**src/rtl/seg7_scan_drv_if.sv**
```systemverilog
// Digit bus between the display managers (producers) and the scan driver
// (consumer). Each digit is {en, hex[3:0], dp}; d1 is the rightmost digit.
interface seg7_scan_drv_if;
  logic [5:0] d1;
  logic [5:0] d2;
  logic [5:0] d3;
  logic [5:0] d4;
  logic [5:0] d5;
  logic [5:0] d6;
  logic [5:0] d7;
  logic [5:0] d8;

  modport master (output d1, d2, d3, d4, d5, d6, d7, d8);
  modport slave  (input  d1, d2, d3, d4, d5, d6, d7, d8);
endinterface

```
**src/rtl/seg7_scan_drv.sv**
```systemverilog
// Time-multiplexed scan driver for an eight-digit common-anode 7-segment
// display. Each slot lasts REFRESH_CNT cycles and opens with BLANK_CYC cycles
// of all anodes off, which hides ghosting while the cathodes change. The
// digit is captured during the blank window and held for the rest of the
// slot, so bus changes mid-slot show up only on the next visit.
// All outputs are registered, one cycle behind (cnt, idx, cap).
module seg7_scan_drv #(
  parameter int REFRESH_CNT = 100000,
  parameter int BLANK_CYC   = 2
) (
  input  logic              clk,
  input  logic              rst,
  seg7_scan_drv_if.slave    digits,
  output logic [7:0]        an,
  output logic [7:0]        dec_cat,
  output logic              slot_strobe
);

  localparam int CW = $clog2(REFRESH_CNT);
  localparam logic [CW-1:0] CNT_MAX   = CW'(REFRESH_CNT - 1);
  localparam logic [CW-1:0] BLANK_END = CW'(BLANK_CYC);

  logic [CW-1:0] r_cnt;
  logic [2:0]    r_idx;
  logic [5:0]    r_cap;
  logic [7:0]    r_an;
  logic [7:0]    r_cat;
  logic          r_strobe;

  logic          w_tc;
  logic          w_blank;
  logic [5:0]    w_sel;
  logic [6:0]    w_seg;

  // Lit segments {a,b,c,d,e,f,g} for a hex nibble (1 = segment on).
  function automatic logic [6:0] seg_lit(input logic [3:0] h);
    logic [6:0] s;
    case (h)
      4'h0: s = 7'b1111110;
      4'h1: s = 7'b0110000;
      4'h2: s = 7'b1101101;
      4'h3: s = 7'b1111001;
      4'h4: s = 7'b0110011;
      4'h5: s = 7'b1011011;
      4'h6: s = 7'b1011111;
      4'h7: s = 7'b1110000;
      4'h8: s = 7'b1111111;
      4'h9: s = 7'b1111011;
      4'hA: s = 7'b1110111;
      4'hB: s = 7'b0011111;
      4'hC: s = 7'b1001110;
      4'hD: s = 7'b0111101;
      4'hE: s = 7'b1001111;
      default: s = 7'b1000111;
    endcase
    return s;
  endfunction

  assign w_tc    = (r_cnt == CNT_MAX);
  assign w_blank = (r_cnt < BLANK_END);
  assign w_seg   = seg_lit(r_cap[4:1]);

  // Select the bus digit belonging to the current slot.
  always_comb begin
    w_sel = 6'b0;
    case (r_idx)
      3'd0: w_sel = digits.d1;
      3'd1: w_sel = digits.d2;
      3'd2: w_sel = digits.d3;
      3'd3: w_sel = digits.d4;
      3'd4: w_sel = digits.d5;
      3'd5: w_sel = digits.d6;
      3'd6: w_sel = digits.d7;
      default: w_sel = digits.d8;
    endcase
  end

  // Slot timer and slot index; idx advances on the last cycle of a slot.
  always_ff @(posedge clk) begin
    if (rst) begin
      r_cnt <= '0;
      r_idx <= 3'd0;
    end else if (w_tc) begin
      r_cnt <= '0;
      r_idx <= r_idx + 3'd1;
    end else begin
      r_cnt <= r_cnt + CW'(1);
    end
  end

  // Capture the active digit throughout the blank window, hold it afterwards.
  always_ff @(posedge clk) begin
    if (rst) begin
      r_cap <= 6'b0;
    end else if (w_blank) begin
      r_cap <= w_sel;
    end
  end

  // Registered drive: blank or disabled slots keep everything dark but still
  // take their full slot time so brightness stays uniform across digits.
  always_ff @(posedge clk) begin
    if (rst) begin
      r_an     <= 8'hFF;
      r_cat    <= 8'hFF;
      r_strobe <= 1'b0;
    end else begin
      r_strobe <= w_tc;
      if (w_blank || !r_cap[5]) begin
        r_an  <= 8'hFF;
        r_cat <= 8'hFF;
      end else begin
        r_an  <= ~(8'b1 << r_idx);
        r_cat <= {~w_seg, ~r_cap[0]};
      end
    end
  end

  assign an          = r_an;
  assign dec_cat     = r_cat;
  assign slot_strobe = r_strobe;

endmodule

```
**src/flat_wrapper.sv**
```systemverilog
// flat-port wrapper written by rule: the top's interface ports become plain ports
module seg7_scan_drv_flat 
#(
  parameter int REFRESH_CNT = 100000,
  parameter int BLANK_CYC   = 2
)
  (clk, rst, an, dec_cat, slot_strobe, digits_d1, digits_d2, digits_d3, digits_d4, digits_d5, digits_d6, digits_d7, digits_d8);
  seg7_scan_drv_if digits_i ();
  input  logic clk;
  input  logic rst;
  output logic [7:0] an;
  output logic [7:0] dec_cat;
  output logic slot_strobe;
  input wire logic [$bits(digits_i.d1)-1:0] digits_d1;
  input wire logic [$bits(digits_i.d2)-1:0] digits_d2;
  input wire logic [$bits(digits_i.d3)-1:0] digits_d3;
  input wire logic [$bits(digits_i.d4)-1:0] digits_d4;
  input wire logic [$bits(digits_i.d5)-1:0] digits_d5;
  input wire logic [$bits(digits_i.d6)-1:0] digits_d6;
  input wire logic [$bits(digits_i.d7)-1:0] digits_d7;
  input wire logic [$bits(digits_i.d8)-1:0] digits_d8;
  assign digits_i.d1 = digits_d1;
  assign digits_i.d2 = digits_d2;
  assign digits_i.d3 = digits_d3;
  assign digits_i.d4 = digits_d4;
  assign digits_i.d5 = digits_d5;
  assign digits_i.d6 = digits_d6;
  assign digits_i.d7 = digits_d7;
  assign digits_i.d8 = digits_d8;
  seg7_scan_drv #(.REFRESH_CNT(REFRESH_CNT), .BLANK_CYC(BLANK_CYC)) u_core (.clk(clk), .rst(rst), .digits(digits_i), .an(an), .dec_cat(dec_cat), .slot_strobe(slot_strobe));
endmodule
```
**config.mk**
```make
export PLATFORM = sky130hd
export DESIGN_NAME = seg7_scan_drv_flat
export DESIGN_NICKNAME = d
export VERILOG_FILES = /design/src/rtl/seg7_scan_drv_if.sv /design/src/rtl/seg7_scan_drv.sv /design/src/flat_wrapper.sv
export SDC_FILE = /design/constraint.sdc
export NUM_CORES = 1
export LEC_CHECK = 0
export ABC_AREA = 0
export CORE_MARGIN = 3
export CORE_UTILIZATION = 45
export CTS_CLUSTER_SIZE = 24
export DETAILED_ROUTE_END_ITERATION = 16
export PLACE_DENSITY = 0.76
export REMOVE_ABC_BUFFERS = 1
export SETUP_SLACK_MARGIN = 0.05
export SLEW_MARGIN = 20
export SYNTH_ARGS = -nofsm -noshare
export SYNTH_HDL_FRONTEND = slang
export SYNTH_SLANG_ARGS = --single-unit
```
**constraint.sdc**
```tcl
create_clock -name clk -period 3.94 [get_ports clk]
set_input_delay 0.591 -clock clk [delete_from_list [all_inputs] [get_ports clk]]
set_output_delay 0.591 -clock clk [all_outputs]
set_load 0.01 [all_outputs]
```
[Word level (Yosys, flattened, before mapping)]
Memory sizes are Yosys's and may differ from the RTL's. A register that Yosys moved wholly into a read port is not among the register bits.
Index checks and enable logic that the tools add are counted.
Storage, ports and cells
  input port bits: 50
  flip-flop bits (word level): 43
  word-level logic and storage cells: 29
  output and inout port bits: 17
  memory bits (read-only): 112
  memories: 1
Memories
  (name not given): depth 16, bits a word 7, read ports 1, clocked after Yosys merged registers in 1, wr ports 0, line seg7_scan_drv.sv:38  | case (h)
Operators by class
  reductions and logical operators: 5
  shift-type cells: 1
  magnitude comparators: 1
  eq/ne operators: 7
  add/sub/neg operators: 2
  multiplexer cells: 3
  bitwise operators: 3
Operator list (count)
  case mux 6 bit (7 select lines): 1
  adder 17 x 1 -> 17 bit, second input constant: 1
  == test 17 bit, second input constant: 1
  less-than comparator 17 x 2 -> 1 bit, second input constant: 1
  == test 3 bit, second input constant: 3
  two-way mux 4 bit: 2
  NOT 8 bit: 1
  left shift 1 x 3 -> 8 bit, first input constant: 1
  NOT 7 bit: 1
  == test 3 x 2 -> 1 bit, second input constant: 2
  OR reduction 2 bit: 2
  adder 3 x 1 -> 3 bit, second input constant: 1
  == test 3 x 1 -> 1 bit, second input constant: 1
  logical NOT 3 bit: 1
  logical NOT 1 bit: 1
  logical OR 1 bit: 1
  NOT 1 bit: 1

[Depth between registers and ports, before layout]
Gate-level depths: netlist (run 1).
  word-level depth: 4
  depth in mapped cells: 13
  gate-level depth less buffers: 12

[Worst setup path after synthesis (run 1)]
OpenSTA, ideal clock, no wires.
  path kind: register to register
  start: reg u_core.r_idx[2]
  end: reg u_core.w_seg[3] (netlist name)
  data required time: 3.881 ns
  buffers on the path: 1
  data arrival time: 2.863 ns
  period minus slack after synthesis: 2.921 ns
  library setup time: 0.059 ns
  cell stages (with the launch flop): 12
  slack: 1.019 ns
  cell sequence: dfxtp_1 inv_1 ha_1 buf_2 nor4_2 a222oi_1 a211oi_1 inv_1 ha_1 mux2_4 o22ai_1 a22o_1
Between the ends
  word-level cells in the longest chain between the ends: 4
  elaborated cells on any way between the ends: 10
  those cells by class: 6 x eq/ne; 3 x mux; 1 x reduce/logical
Ends and longest elaborated chain
  start: declaration: line seg7_scan_drv.sv:24  | logic [2:0] r_idx;
  start signal: assignment: line seg7_scan_drv.sv:85  | r_idx <= r_idx + 3'd1;
  == test 3 bit, or another cell as far along: line seg7_scan_drv.sv:66  | case (r_idx)
  case mux 6 bit (7 select lines) (*): line seg7_scan_drv.sv:66
  two-way mux 4 bit (no source line) (*) (2 in series)
Mark *: on every way between the ends. The rest lies on a longest branch, timed or not.
A chain may end at the register's enable or synchronous reset.

[Worst setup path in the final report (run 1)]
  start: reg u_core.r_idx[0]
  end: reg u_core.w_seg[3] (netlist name)
Between the ends
  word-level cells in the longest chain between the ends: 4
  elaborated cells on any way between the ends: 10
  those cells by class: 6 x eq/ne; 3 x mux; 1 x reduce/logical
Ends and longest elaborated chain (line)
  == test 3 bit, or another cell as far along: seg7_scan_drv.sv:66
  case mux 6 bit (7 select lines) (*): seg7_scan_drv.sv:66
  two-way mux 4 bit (no source line) (*) (2 in series)
Marked as above.

==> metrics.md, run 1 <==
| Metric | Value |
|---|---|
| Syn_area_per_cell | `roughly 9.1 µm²` |
| Asr flop ratio synth | `0%` |
| Critical path data arrival time | `around 3.4 ns` |
| Setup TNS | `0 ns` |
| CP required | `4.20 ns` |
| Final Hold Vio Count | `0` |
| Post-DP HPWL | `4.32 mm` |
| Slew @ Worst Pin | `0.610 ns` |
| Starting density of the core | `47.8%` |
| Via Count | `2059` |
| Largest net degree at the start of global routing | `18` |
| Crit start category | `register` |
| Worst Hold Class | `register to register` |
| Worst Reg-to-Reg Cells | `11` |
| Worst setup EP type | `register` |
| Sequential share of power | `between 50% and 60%` |
| Layout Area Growth over Synthesis | `36.2%` |
| Worst ir drop on vdd | `0.000249 V` |
| Diode count | `0` |
| CTS root buf | `clkbuf_8` |
| Most frequent cells in the layout | `66 x clkdlybuf4s50_1, 50 x dfxtp_1, 33 x nor2_1` |
| CTS sink cnt | `50` |
| Comb pwr share | `15.8%` |
| Post-Route WL | `5.66 mm` |
| Post-CTS Setup Repair Bufs | `0` |
| Hold path depth | `1` |
| Post_cts resized | `0` |
| Starting DRT DRC Count | `between 200 and 250` |
| DR pass1 iterations | `5` |
| H-tree depth | `2` |
| CP Max Fanout | `14` |
| I/O Buffers | `66` |
| Highest clock rate | `318 MHz` |
| Worst Skew | `0.0123 ns` |
| Top FF cell, synth | `dfxtp_1` |
| DP Cell Count | `382` |
| Core area | `~4900 µm²` |
| Post-route DRC | `0` |
| PwrDens | `340 nW/µm²` |
| Status | `finished, final reports clean` |
| EDFF count, synth | `0` |
| Io pins | `67` |
| Max-cap viol count | `0` |
| Post-synthesis cell count | `256` |
| Via/cell ratio | `5.28` |
| Lkg Pwr | `0.00122 µW` |
| Global-route wire length before repair | `9.18 mm` |
| Syn. warnings | `0` |
| Setup Viol. Count Final | `0` |
| Final nets | `approximately 390` |
| Share of cells above drive strength 1 | `8.67%` |
| Initial antenna violation count | `0` |
| Mapped cell area | `2330 µm²` |
| All-Layer GR Usage | `18.9%` |
| Clk_lat worst skew | `0.30 ns` |
| Net Sw Frac | `24.2%` |
| Yosys cell types | `45` |
| Grt total ovfl | `0` |
| Gpl congestion | `0.843` |
| Worst-path clk slew | `0.10 ns` |
| Most common cell after layout, fill and taps aside | `clkdlybuf4s50_1` |
| Die span in x | `78.0 µm` |
| Vias in the first global route | `approximately 2000` |
| Rows | `25` |
| Seq/Total Area, Yosys | `42.9%` |
| Switch Pwr | `261 µW` |
| Post-route antenna net violation count | `0` |
| Routed wire length per instance | `between 10 and 15 µm` |
| Clk pwr share | `34.2%` |
| Post-route insts no fill | `390` |
| Die area | `~6100 µm²` |
| CTS Buf Count | `5` |
| Unrepaired setup endpoints after global routing | `no` |
| CTS tree | `yes` |
| Die H | `78.0 µm` |
| Period utilization | `79.7%` |
| Fin crit period | `3.14 ns` |
| Yosys reg bits | `50` |
| Slew Limit Headroom | `about three fifths` |
| Max clock buf depth | `2` |
| Total internal power | `819 µW` |
| # hold bufs at CTS | `0` |
| Setup CP Type | `register to register` |
| Fillers | `between 400 and 500` |
| Slew Limit Fails | `0` |
power by group through the flow:
stage,registers [µW],logic [µW],clock network [µW]
final,540,171,370
after CTS,540,171,379
after detailed placement,552,170,0
after global routing,543,189,400
after floorplan,551,89.3,0
after global placement,551,169,0
per-layer routing:
metal  track usage [%]  wire length, µm  vias up
li1                  -                -     1034
met1              21.1             2300      955
met2              35.3             2960       62
met3              4.47              308        8
met4              5.59               89        0
met5                 0                0        -
synth_stat cells (4+ instances only):
master | count | share of area, %
a21oi_1 | 8 | 1.7
nand2_1 | 32 | 5.1
nand3_1 | 10 | 2.1
dfxtp_1 | 50 | 43
xor2_1 | 10 | 3.8
xnor2_1 | 6 | 2.3
a222oi_1 | 9 | 3.9
nor2_1 | 33 | 5.3
o22ai_1 | 4 | 1.1
ha_1 | 14 | 7.5
buf_2 | 5 | 1.1
mux2_2 | 5 | 2.4
inv_1 | 11 | 1.8
nor3_1 | 7 | 1.5
clkbuf_1 | 6 | 0.97
kinds of logic after synthesis:
kind of cell	Yosys count	synth area share, %
flops	50	42.9
mux	10	4.93
fa+ha+maj	14	7.51
simple gates	102	20.5
buf+inv	22	3.81
xor+xnor	16	6.01
compound gates	42	14.4
area by class of cell:
| type | instances | area (µm²) | area share [%] |
|---|---|---|---|
| tap | 67 | 83.8 | 2.64 |
| timing repair buffer | 70 | 691 | 21.7 |
| multi-input combinational | 184 | 1240 | 39.1 |
| clock inverter | 3 | 48.8 | 1.54 |
| sequential | 50 | 1000 | 31.5 |
| inverter | 11 | 41.3 | 1.30 |
| clock buffer | 5 | 68.8 | 2.17 |
flip-flops by register name, summed over array words and instances, names as in the netlist:
signal and flops:
u_core.r_idx 3, u_core.r_cnt 17, u_core.slot_strobe 1, u_core.w_seg 7, u_core.dec_cat 8, u_core.an 8
u_core.r_cap 6
critical path, stage by stage (launching register included):
cell and delay, ns:
dfxtp_1 0.40, inv_1 0.10, ha_1 0.40, nor4_2 0.33, buf_4 0.18, a222oi_1 0.09, a211oi_1 0.58, inv_1 0.20
ha_1 0.28, mux2_4 0.28, o22ai_1 0.13, a22o_1 0.14
path summary, 6_finish.rpt:
check                                          to             from  slack, ns
worst max register to register    u_core.w_seg[3]  u_core.r_idx[0]       0.80
worst min-delay path            u_core.dec_cat[4]  u_core.w_seg[3]       0.37
worst max-delay path              u_core.w_seg[3]  u_core.r_idx[0]       0.80
worst min register to register  u_core.dec_cat[4]  u_core.w_seg[3]       0.37
stage by stage:
| step | utilization (%) | setup slack (ns) | power, µW | hold WS (ns) | cell area (µm²) |
|---|---|---|---|---|---|
| 3_3_place_gp | 62.7 | 0.950 | 719 | 0.346 | 3060 |
| 2_1_floorplan | - | 0.820 | 640 | 0.343 | 2290 |
| 4_1_cts | 65.1 | 0.775 | 1090 | 0.371 | 3180 |
| 5_1_grt | 65.1 | 0.494 | 1130 | 0.388 | 3180 |
| 3_5_place_dp | 62.7 | 0.802 | 722 | 0.347 | 3060 |
| 6_report | 65.1 | 0.798 | 1080 | 0.371 | 3180 |
Power figures use the tool's default switching activity.
==> inputs of run 2 (changes only) <==
--- a/config.mk
+++ b/config.mk
@@ -7,7 +7,7 @@
 export LEC_CHECK = 0
 export ABC_AREA = 0
 export CORE_MARGIN = 3
-export CORE_UTILIZATION = 45
+export CORE_UTILIZATION = 43
 export CTS_CLUSTER_SIZE = 24
 export DETAILED_ROUTE_END_ITERATION = 16
 export PLACE_DENSITY = 0.76
==> constraint.sdc (replaced) <==
create_clock -name clk -period 2.82 [get_ports clk]
set_input_delay 0.423 -clock clk [delete_from_list [all_inputs] [get_ports clk]]
set_output_delay 0.423 -clock clk [all_outputs]
set_load 0.01 [all_outputs]
==> run 2 against run 1 <==
  * Register-to-register slack got worse by 0.59 ns
  * Maximum frequency grew 20%
  * Sequential power grew 40%
==> metrics.md, run 2 (synthesis results as in run 1) <==
| Metric | Value |
|---|---|
| Status | `finished, final reports clean (unchanged)` |
| Worst setup path start | `u_core.r_idx[0] (unchanged)` |
| Diode count | `0 (unchanged)` |
| DP Cell Count | `396 (was 382)` |
| CTS root buf | `clkbuf_8 (unchanged)` |
| Rows | `26 (was 25)` |
| Post-route insts no fill | `407 (was 390)` |
| Grt total ovfl | `0 (unchanged)` |
| Worst Hold Class | `register to register (unchanged)` |
| Fillers | `412 (was 437)` |
| Initial antenna violation count | `0 (unchanged)` |
| CP Max Fanout | `9 (was 14)` |
| Setup Viol. Count Final | `0 (unchanged)` |
| DR pass1 iterations | `4 (was 5)` |
| Max-cap viol count | `0 (unchanged)` |
| CTS sink cnt | `50 (unchanged)` |
| H-tree depth | `2 (unchanged)` |
| Worst ir drop on vdd | `0.000291 V (was 0.000249 V)` |
| Slew Limit Headroom | `66.5% (was 59.1%)` |
| Max clock buf depth | `2 (unchanged)` |
| Total internal power | `1080 µW (was 819 µW)` |
| Io pins | `67 (unchanged)` |
| Via/cell ratio | `5.16 (was 5.28)` |
| All-Layer GR Usage | `18.4% (was 18.9%)` |
| Die span in x | `79.7 µm (was 78.0 µm)` |
| Setup CP Type | `register to register (unchanged)` |
| Worst setup EP type | `register (unchanged)` |
| Global-route wire length before repair | `9.11 mm (was 9.18 mm)` |
| Clk pwr share | `30.8% (was 34.2%)` |
| Final Hold Vio Count | `0 (unchanged)` |
| Critical path data arrival time | `2.89 ns (was 3.40 ns)` |
| Most common cell after layout, fill and taps aside | `clkdlybuf4s50_1 (unchanged)` |
| Period utilization | `92.8% (was 79.7%)` |
| Vias in the first global route | `1914 (was 2028)` |
| Final nets | `400 (was 386)` |
| Die H | `79.7 µm (was 78.0 µm)` |
| Net Sw Frac | `26.7% (was 24.2%)` |
| Largest register FFs | `17 (unchanged)` |
| Setup TNS | `0 ns (unchanged)` |
| Die area | `6350 µm² (was 6090 µm²)` |
| Clk_lat worst skew | `0.32 ns (was 0.30 ns)` |
| Via Count | `2100 (was 2059)` |
| Fin Hold WS | `0.359 ns (was 0.371 ns)` |
| Post-route DRC | `0 (unchanged)` |
| Most frequent cells in the layout | `66 x clkdlybuf4s50_1, 48 x dfxtp_1, 33 x nor2_1 (was 66 x clkdlybuf4s50_1, 50 x dfxtp_1, 33 x nor2_1)` |
| Layout Area Growth over Synthesis | `42.0% (was 36.2%)` |
| Starting density of the core | `45.1% (was 47.8%)` |
| Largest net degree at the start of global routing | `19 (was 18)` |
| Slew @ Worst Pin | `0.499 ns (was 0.610 ns)` |
| Unrepaired setup endpoints after global routing | `no (unchanged)` |
| I/O Buffers | `66 (unchanged)` |
| Starting DRT DRC Count | `121 (was 219)` |
| Core area | `5170 µm² (was 4880 µm²)` |
| CTS tree | `yes (unchanged)` |
| Crit start category | `register (unchanged)` |
| Lkg Pwr | `0.00128 µW (was 0.00122 µW)` |
| Comb pwr share | `17.8% (was 15.8%)` |
| Highest clock rate | `382 MHz (was 318 MHz)` |
| Worst Reg-to-Reg Cells | `10 (was 11)` |
| Reg with most FFs | `u_core.r_cnt (unchanged)` |
| Post-Route WL | `5.74 mm (was 5.66 mm)` |
| Worst R2R Start | `u_core.r_idx[0] (unchanged)` |
| Switch Pwr | `392 µW (was 261 µW)` |
| Worst-path clk slew | `0.11 ns (was 0.10 ns)` |
| PwrDens | `443 nW/µm² (was 340 nW/µm²)` |
| Fin crit period | `2.62 ns (was 3.14 ns)` |
| Sequential share of power | `51.4% (was 50.0%)` |
| Worst Skew | `0.0116 ns (was 0.0123 ns)` |
| Slew Limit Fails | `0 (unchanged)` |
| Gpl congestion | `0.845 (was 0.843)` |
| Routed wire length per instance | `14.1 µm (was 14.5 µm)` |
| Reg2reg end | `u_core.w_seg[3] (unchanged)` |
| R2r setup slk | `0.20 ns (was 0.80 ns)` |
| Worst setup endpoint | `u_core.w_seg[3] (unchanged)` |
| CTS Buf Count | `5 (unchanged)` |
| Post-route antenna net violation count | `0 (unchanged)` |
| Final Power | `1470 µW (was 1080 µW)` |
| Post-DP HPWL | `4.34 mm (was 4.32 mm)` |
| Share of cells above drive strength 1 | `15.1% (was 8.67%)` |
| CP required | `3.10 ns (was 4.20 ns)` |
==> run 2: worst max-delay path: stages, from the launching register on <==
cell and delay (ns):
dfxtp_2 0.37, inv_1 0.09, ha_4 0.20, buf_4 0.17
or4_4 0.56, o211ai_1 0.28, a21oi_2 0.16, ha_1 0.22
mux2_4 0.27, o22ai_1 0.12, a22o_1 0.14
==> run 2: final cells by class <==
| class | instances | area (µm²) | share of cell area [%] |
|---|---|---|---|
| inverter | 11 | 41.3 | 1.25 |
| sequential | 50 | 1000 | 30.3 |
| timing repair buffer | 84 | 796 | 24.0 |
| multi-input combinational | 184 | 1290 | 38.9 |
| clock buffer | 5 | 68.8 | 2.08 |
| tap | 70 | 87.6 | 2.64 |
| clock inverter | 3 | 28.8 | 0.868 |
==> run 2: power by group through the flow <==
stage          Sequential [µW]  Combinational [µW]  Clock [µW]
5_1_grt                    758                 288         490
3_5_place_dp               771                 247           0
6_report                   754                 262         452
4_1_cts                    754                 255         461
2_1_floorplan              770                 125           0
3_3_place_gp               770                 244           0
==> run 2: per-stage QoR <==
| stage | util, % | instance area, µm² | setup WS, ns |
|---|---|---|---|
| global placement | 60.8 | 3150 | 0.0698 |
| CTS | 63.2 | 3270 | 0.0501 |
| global route | 64.1 | 3310 | 0.0534 |
| detailed placement | 60.8 | 3150 | -0.0153 |
| finish | 64.1 | 3310 | 0.204 |
| floorplan | - | 2290 | -0.300 |
==> run 2: per-layer routing <==
metal / wire length (µm) / GRT usage (%) / vias to the layer above
li1: - / - / 1063
met1: 2420 / 22.5 / 974
met2: 2880 / 31.4 / 58
met3: 377 / 4.97 / 5
met4: 65 / 5.67 / 0
met5: 0 / 0 / -
==> run 2: how the worst min path moves through the flow <==
stage,from,end,slack (ns),cells past startpoint
global placement,u_core.w_seg[5],u_core.dec_cat[6],0.35,1
global route,u_core.w_seg[4],u_core.dec_cat[5],0.38,1
floorplan,u_core.w_seg[0],u_core.dec_cat[1],0.34,1
detailed placement,u_core.w_seg[5],u_core.dec_cat[6],0.35,1
finish,u_core.w_seg[1],u_core.dec_cat[2],0.36,1
CTS,u_core.w_seg[1],u_core.dec_cat[2],0.37,1
==> run 2: what timing repair did <==
| action | 4_1_cts | 5_1_grt |
|---|---|---|
| gates resized for setup | 2 | 10 |
| setup endpoints to repair | 5 | 7 |
| buffers inserted | 2 | 1 |
| hold buffers | 0 | 0 |
| pin swaps | 2 | 3 |
==> inputs of run 3 (changes only) <==
--- a/config.mk
+++ b/config.mk
@@ -10,6 +10,7 @@
 export CORE_UTILIZATION = 43
 export CTS_CLUSTER_SIZE = 24
 export DETAILED_ROUTE_END_ITERATION = 16
+export HOLD_SLACK_MARGIN = 0.08
 export PLACE_DENSITY = 0.76
 export REMOVE_ABC_BUFFERS = 1
 export SETUP_SLACK_MARGIN = 0.05
==> results of run 3 <==
Same layout as run 2: the final DEF is identical, and so are final timing and power.
